`src/rtl/vector_memory_arbiter.sv`:
```
// vector_memory_arbiter
//
// Shares the single vector data memory between the CPU memory stage and a
// host burst port. The host loads vector operands before a run and reads
// results back afterwards. The memory outputs are a combinational mux of the
// current owner's address, write enable and data.
//
// When a burst is active and both sides want memory, ownership alternates.
// A contended CPU therefore waits at most one cycle. The first contested
// cycle after a burst starts goes to the CPU.
//
// Ports
//   clock, reset        system clock, asynchronous active-low reset
//   cpuRequest/cpuWrite M-stage access request and direction
//   cpuAddress          CPU word address
//   cpuWriteData        CPU store data
//   cpuReadData         combinational pass-through of memReadData
//   cpuStall            CPU requested but lost the cycle
//   hostStart           burst command strobe (accepted only when hostReady)
//   hostWrite           burst direction, sampled with hostStart
//   hostBaseAddress     first burst address
//   hostLength          burst length in beats
//   hostReady           command can be accepted (IDLE)
//   hostBeatValid       write beat data present
//   hostBeatData        write beat data
//   hostBeatReady       write beat consumed this cycle
//   hostReadData        registered read beat
//   hostReadValid       hostReadData valid, one pulse per beat
//   hostDone            one-cycle pulse at burst end
//   hostError           one-cycle pulse, zero-length command rejected
//   memWriteEnable      memory write strobe
//   memAddress          memory read/write address
//   memWriteData        memory write data
//   memReadData         memory asynchronous read data

module vector_memory_arbiter #(
   parameter int unsigned DATA_WIDTH    = 16,
   parameter int unsigned VECTOR_SIZE   = 6,
   parameter int unsigned ADDRESS_WIDTH = 16,
   parameter int unsigned LEN_WIDTH     = 8
) (
   input  logic                              clock,
   input  logic                              reset,
   // CPU memory stage
   input  logic                              cpuRequest,
   input  logic                              cpuWrite,
   input  logic [ADDRESS_WIDTH-1:0]          cpuAddress,
   input  logic [DATA_WIDTH*VECTOR_SIZE-1:0] cpuWriteData,
   output logic [DATA_WIDTH*VECTOR_SIZE-1:0] cpuReadData,
   output logic                              cpuStall,
   // Host burst port
   input  logic                              hostStart,
   input  logic                              hostWrite,
   input  logic [ADDRESS_WIDTH-1:0]          hostBaseAddress,
   input  logic [LEN_WIDTH-1:0]              hostLength,
   output logic                              hostReady,
   input  logic                              hostBeatValid,
   input  logic [DATA_WIDTH*VECTOR_SIZE-1:0] hostBeatData,
   output logic                              hostBeatReady,
   output logic [DATA_WIDTH*VECTOR_SIZE-1:0] hostReadData,
   output logic                              hostReadValid,
   output logic                              hostDone,
   output logic                              hostError,
   // Memory macro
   output logic                              memWriteEnable,
   output logic [ADDRESS_WIDTH-1:0]          memAddress,
   output logic [DATA_WIDTH*VECTOR_SIZE-1:0] memWriteData,
   input  logic [DATA_WIDTH*VECTOR_SIZE-1:0] memReadData
);

   localparam int unsigned WordWidth = DATA_WIDTH * VECTOR_SIZE;

   typedef enum logic [1:0] {
      StIdle,
      StBurst,
      StDone
   } state_e;

   localparam logic OwnerCpu  = 1'b0;
   localparam logic OwnerHost = 1'b1;

   // State
   state_e                   state_q, state_d;
   logic [LEN_WIDTH-1:0]     beat_q, beat_d;
   logic [LEN_WIDTH-1:0]     len_q, len_d;
   logic [ADDRESS_WIDTH-1:0] base_q, base_d;
   logic                     write_q, write_d;
   logic                     last_owner_q, last_owner_d;
   logic [WordWidth-1:0]     read_data_q, read_data_d;
   logic                     read_valid_q, read_valid_d;
   logic                     done_q, done_d;
   logic                     error_q, error_d;

   // Arbitration
   logic                     host_eligible;
   logic                     cpu_grant;
   logic                     host_grant;
   logic                     last_beat;
   logic [ADDRESS_WIDTH-1:0] host_address;

   // Grant decision. Outside a burst the CPU always owns memory. Inside a
   // burst the CPU wins unless it had the previous granted access and the
   // host is able to use this cycle.
   always_comb begin
      host_eligible = 1'b0;
      cpu_grant     = cpuRequest;
      if (state_q == StBurst) begin
         // A read beat can always proceed; a write beat needs data
         host_eligible = !write_q || hostBeatValid;
         cpu_grant     = cpuRequest && ((last_owner_q == OwnerHost) || !host_eligible);
      end
      host_grant   = host_eligible && !cpu_grant;
      last_beat    = (beat_q == (len_q - LEN_WIDTH'(1)));
      // Wraps modulo 2^ADDRESS_WIDTH
      host_address = base_q + ADDRESS_WIDTH'(beat_q);
   end

   // Memory mux and combinational outputs
   always_comb begin
      if (host_grant) begin
         memAddress     = host_address;
         memWriteEnable = write_q;
         memWriteData   = hostBeatData;
      end else begin
         // Default address follows the CPU even with no access
         memAddress     = cpuAddress;
         memWriteEnable = cpu_grant && cpuWrite;
         memWriteData   = cpuWriteData;
      end
      cpuReadData   = memReadData;
      cpuStall      = cpuRequest && !cpu_grant;
      hostReady     = (state_q == StIdle);
      hostBeatReady = host_grant && write_q;
      hostReadData  = read_data_q;
      hostReadValid = read_valid_q;
      hostDone      = done_q;
      hostError     = error_q;
   end

   // Next-state logic
   always_comb begin
      state_d      = state_q;
      beat_d       = beat_q;
      len_d        = len_q;
      base_d       = base_q;
      write_d      = write_q;
      last_owner_d = last_owner_q;
      read_data_d  = read_data_q;
      read_valid_d = 1'b0;
      done_d       = 1'b0;
      error_d      = 1'b0;

      unique case (state_q)
         StIdle: begin
            if (hostStart) begin
               if (hostLength == '0) begin
                  error_d = 1'b1;
               end else begin
                  write_d      = hostWrite;
                  base_d       = hostBaseAddress;
                  len_d        = hostLength;
                  beat_d       = '0;
                  last_owner_d = OwnerHost;
                  state_d      = StBurst;
               end
            end
         end

         StBurst: begin
            if (cpu_grant) begin
               last_owner_d = OwnerCpu;
            end else if (host_grant) begin
               last_owner_d = OwnerHost;
               beat_d       = beat_q + LEN_WIDTH'(1);
               if (!write_q) begin
                  read_data_d  = memReadData;
                  read_valid_d = 1'b1;
               end
               if (last_beat) begin
                  // done_q is high for exactly the DONE cycle
                  state_d = StDone;
                  done_d  = 1'b1;
               end
            end
         end

         StDone: begin
            state_d = StIdle;
         end

         default: begin
            state_d = StIdle;
         end
      endcase
   end

   // State registers
   always_ff @(posedge clock or negedge reset) begin
      if (!reset) begin
         state_q      <= StIdle;
         beat_q       <= '0;
         len_q        <= '0;
         base_q       <= '0;
         write_q      <= 1'b0;
         last_owner_q <= OwnerHost;
         read_data_q  <= '0;
         read_valid_q <= 1'b0;
         done_q       <= 1'b0;
         error_q      <= 1'b0;
      end else begin
         state_q      <= state_d;
         beat_q       <= beat_d;
         len_q        <= len_d;
         base_q       <= base_d;
         write_q      <= write_d;
         last_owner_q <= last_owner_d;
         read_data_q  <= read_data_d;
         read_valid_q <= read_valid_d;
         done_q       <= done_d;
         error_q      <= error_d;
      end
   end

endmodule

```
`config.mk`:
```
export PLATFORM = sky130hd
export DESIGN_NAME = vector_memory_arbiter
export DESIGN_NICKNAME = d
export VERILOG_FILES = /design/src/rtl/vector_memory_arbiter.sv
export SDC_FILE = /design/constraint.sdc
export NUM_CORES = 1
export LEC_CHECK = 0
export CAP_MARGIN = 20
export CELL_PAD_IN_SITES_DETAIL_PLACEMENT = 1
export CELL_PAD_IN_SITES_GLOBAL_PLACEMENT = 2
export CORE_AREA = 10 10 242 244
export DETAILED_ROUTE_END_ITERATION = 10
export DIE_AREA = 0 0 252 254
export PLACE_DENSITY_LB_ADDON = 0.2
export SYNTH_ARGS = -nofsm -noshare
export SYNTH_HDL_FRONTEND = slang
export SYNTH_SLANG_ARGS = --single-unit
```
`constraint.sdc`:
```
create_clock -name clock -period 2.9 [get_ports clock]
set_input_delay 0.435 -clock clock [delete_from_list [all_inputs] [get_ports clock]]
set_output_delay 0.435 -clock clock [all_outputs]
set_load 0.02 [all_outputs]
```
==> results.json <==
{
  "yosys.area.top_type": "dfrtp_1",
  "hold_violations": 0,
  "cts_buffers": 17,
  "synth_edf_count": 0,
  "synth_common_cells": "nand2_1, dfrtp_1, mux2_2",
  "grt_use_met1_pct": 16.0,
  "synthDistinctLibCells": 55,
  "hold_class": "flip-flop to flip-flop",
  "setup-tns-final_ps": -68.7,
  "drive_above_1_share_pct": 19.8,
  "min_to": "hostReadData[45]$_DFFE_PN0P_",
  "overflow": 0,
  "failed_checks": "negative setup slack",
  "combPwrFrac_pct": 68.6,
  "worstPathRequired_ps": 2470,
  "grt_antenna_before_repair": 9,
  "ant_nets": 0,
  "grt_pass1_vias": 9377,
  "vias_per_cell": 3.89,
  "initial_utilization_pct": 15.0,
  "hp-start": "hostReadData[45]$_DFFE_PN0P_",
  "drtPass1Iterations": 4,
  "crit_fanout": 5,
  "core_sq_um": 53600,
  "tightestPinTransition_ps": 788,
  "power_switching_uw": 7680,
  "utilization_pct": 29.8,
  "drc": 0,
  "max_slew_margin_pct": 47.4,
  "drv_cap": 0,
  "fp.dieW_um": 252,
  "r2r-start": "state_q[0]$_DFFE_PN0P_",
  "synthesis.nets": 1233,
  "swShare_pct": 44.7,
  "dieArea_sq_um": 64000,
  "pwr-share-clk_pct": 11.5,
  "place_ws_ps": -259,
  "path_clk_slew_ps": 60,
  "whs_ps": 489,
  "synth_cells": 887,
  "grt.total_usage_pct": 15.2,
  "status": "finished, violations left",
  "grt_use_met2_pct": 27.7,
  "cp.arrival_ps": 2490,
  "dp_hpwl_um": 44500,
  "synth_most_common_cell": "nand2_1",
  "power_uw": 17200,
  "p_int_uw": 9520,
  "die_h_um": 254,
  "ys_warn_count": 0,
  "p_leak_uw": 0.00695,
  "route.vias.total": 8615,
  "drv_slew": 0,
  "hold_depth": 1,
  "timing.rr.end": "base_q[6]$_DFFE_PN0P_",
  "synth-seq-area-share_pct": 42.1,
  "power.density_nw_per_um2": 1080,
  "nets": 1847,
  "grt_max_degree": 57,
  "sequentialPowerShare_pct": 19.9,
  "cts.sinks": 135,
  "met3_usage_pct": 6.20,
  "insertion_delay_ps": 440,
  "drtIter0Drc": 292,
  "grt_first_pass_wirelength_um": 70600,
  "rsz0062_at_grt": "yes",
  "reg2reg_depth": 5,
  "drt-total-wl_um": 51100,
  "fmax_mhz": 342,
  "fin_skew_ps": 17.5,
  "yosys-top-cells-area": "dfrtp_1, mux2_2, nand2_1, buf_4, ha_1",
  "gp_congestion": 0.833,
  "root_buffer": "clkbuf_16",
  "r2r_setup_slack_ps": 710,
  "ioPinCount": 646,
  "clockBufferDepth": 2,
  "async_reset_ff_share_pct": 100,
  "htree_levels": 4,
  "netlist_area_sq_um": 8020,
  "ir_worst_vdd_v": 0.000417,
  "start_kind": "flip-flop",
  "synth_top_cell_area_share_pct": 41.8,
  "endpoint_kind": "output port",
  "setup-violations-final": 3,
  "row_count": 85,
  "period_needed_ps": 2930,
  "busiest_layer": "met2",
  "cts_tree": "done",
  "ys_ff_latch": 135,
  "ys.flop_type": "dfrtp_1",
  "fin_crit_sh_pct": 101,
  "wl_per_cell_um": 23.1,
  "critical_path_class": "flip-flop to output port",
  "setup_ws_ps": -27.5,
  "syn2layout_area_growth_pct": 99.3,
  "synth.avg_cell_area_sq_um": 9.04,
  "port_buffers": 645
}
==> how the worst max path moves through the flow <==
stage	startpoint	endpoint	slack (ps)	cells after the start
2_1_floorplan	beat_q[0]$_DFFE_PN0P_	memAddress[10]	210	8
3_3_place_gp	beat_q[0]$_DFFE_PN0P_	memAddress[8]	-240	10
3_5_place_dp	beat_q[0]$_DFFE_PN0P_	memAddress[8]	-260	10
4_1_cts	base_q[0]$_DFFE_PN0P_	memAddress[14]	-90	9
5_1_grt	beat_q[0]$_DFFE_PN0P_	memAddress[14]	-170	9
6_report	beat_q[0]$_DFFE_PN0P_	memAddress[12]	-30	9
==> final cells by class <==
cell class                 instances  area [sq um]
fill                            6169         37600
timing repair buffer             732          7270
multi-input combinational        603          3890
sequential                       135          3380
tap                              696           871
clock buffer                      18           439
clock inverter                    12          80.1
inverter                          12          45.0
antenna                            4          10.0
==> flip-flops by register name, summed over array words and instances, names as in the netlist <==
name	count
write_q	1
hostDone	1
hostReadData	96
last_owner_q	1
beat_q	8
hostError	1
hostReadValid	1
state_q	2
len_q	8
base_q	16
==> worst max-delay path, stage by stage (launching register included) <==
cell	delay, ps
dfrtp_1	350
ha_2	190
inv_2	40
fa_2	360
nor2b_4	140
o21ba_4	150
o32ai_4	100
or4_1	400
a31oi_1	160
buf_4	170
==> layer usage <==
layer	vias up	routed length, um
met5	-	57
met4	8	668
met3	36	4490
met2	374	26400
met1	4115	19500
li1	4082	-
==> stage by stage <==
step,cell area (sq um),cells
global route,16000,2212
floorplan,8020,887
finish,16000,2212
detailed placement,15200,2164
global placement,15200,2164
CTS,15800,2203
==> kinds of logic (layout without fill, tap and decap cells) <==
family | count (synthesis) | in the layout | synth area share [%]
and+or+nand+nor | 397 | 397 | 20.3
buffers and inverters | 149 | 774 | 11.8
DFF | 135 | 135 | 42.1
muxes | 114 | 114 | 16.0
AOI/OAI and AO/OA | 63 | 63 | 6.04
xor gates and xnor gates | 18 | 18 | 1.97
adders and majority gates | 11 | 11 | 1.81
other | 0 | 4 | 0
==> layout by cell type (no fill, tap or decap), types with 4 or more instances in the layout <==
master           count
nor2_1              18
o211ai_1             4
nand2_1            323
clkinv_2             6
dfrtp_1            134
clkdlybuf4s50_1    529
dlymetal6s2s_1       4
ha_1                 5
buf_6                6
buf_4               90
nor3_1               7
clkbuf_16           18
nand2b_1             4
dlygate4sd2_1       75
o31ai_1              4
nand4_1              7
buf_12              22
xor2_1              12
mux2_2             111
a31oi_1              5
o21a_1               6
nand3_1             11
xnor2_1              5
diode_2              4
a21oi_1              5
o21ai_0             13
inv_1               10
ha_4                 4
==> power groups by stage <==
stage          logic, uW  registers (uW)  clock network (uW)
2_1_floorplan       4770            4240                   0
3_3_place_gp       12000            3380                   0
3_5_place_dp       12000            3440                   0
4_1_cts            11900            3420                2070
5_1_grt            12700            3570                2170
6_report           11800            3420                1980
==> repair_timing <==
item	CTS	global route
endpoints found under the setup margin	89	16
buffers inserted	8	4
hold buffers	1	0
resized for setup	142	22
pin swaps	13	7
cloned	0	1
endpoints found under the hold margin	51	0
No activity file was read; power rests on OpenSTA's default activity.
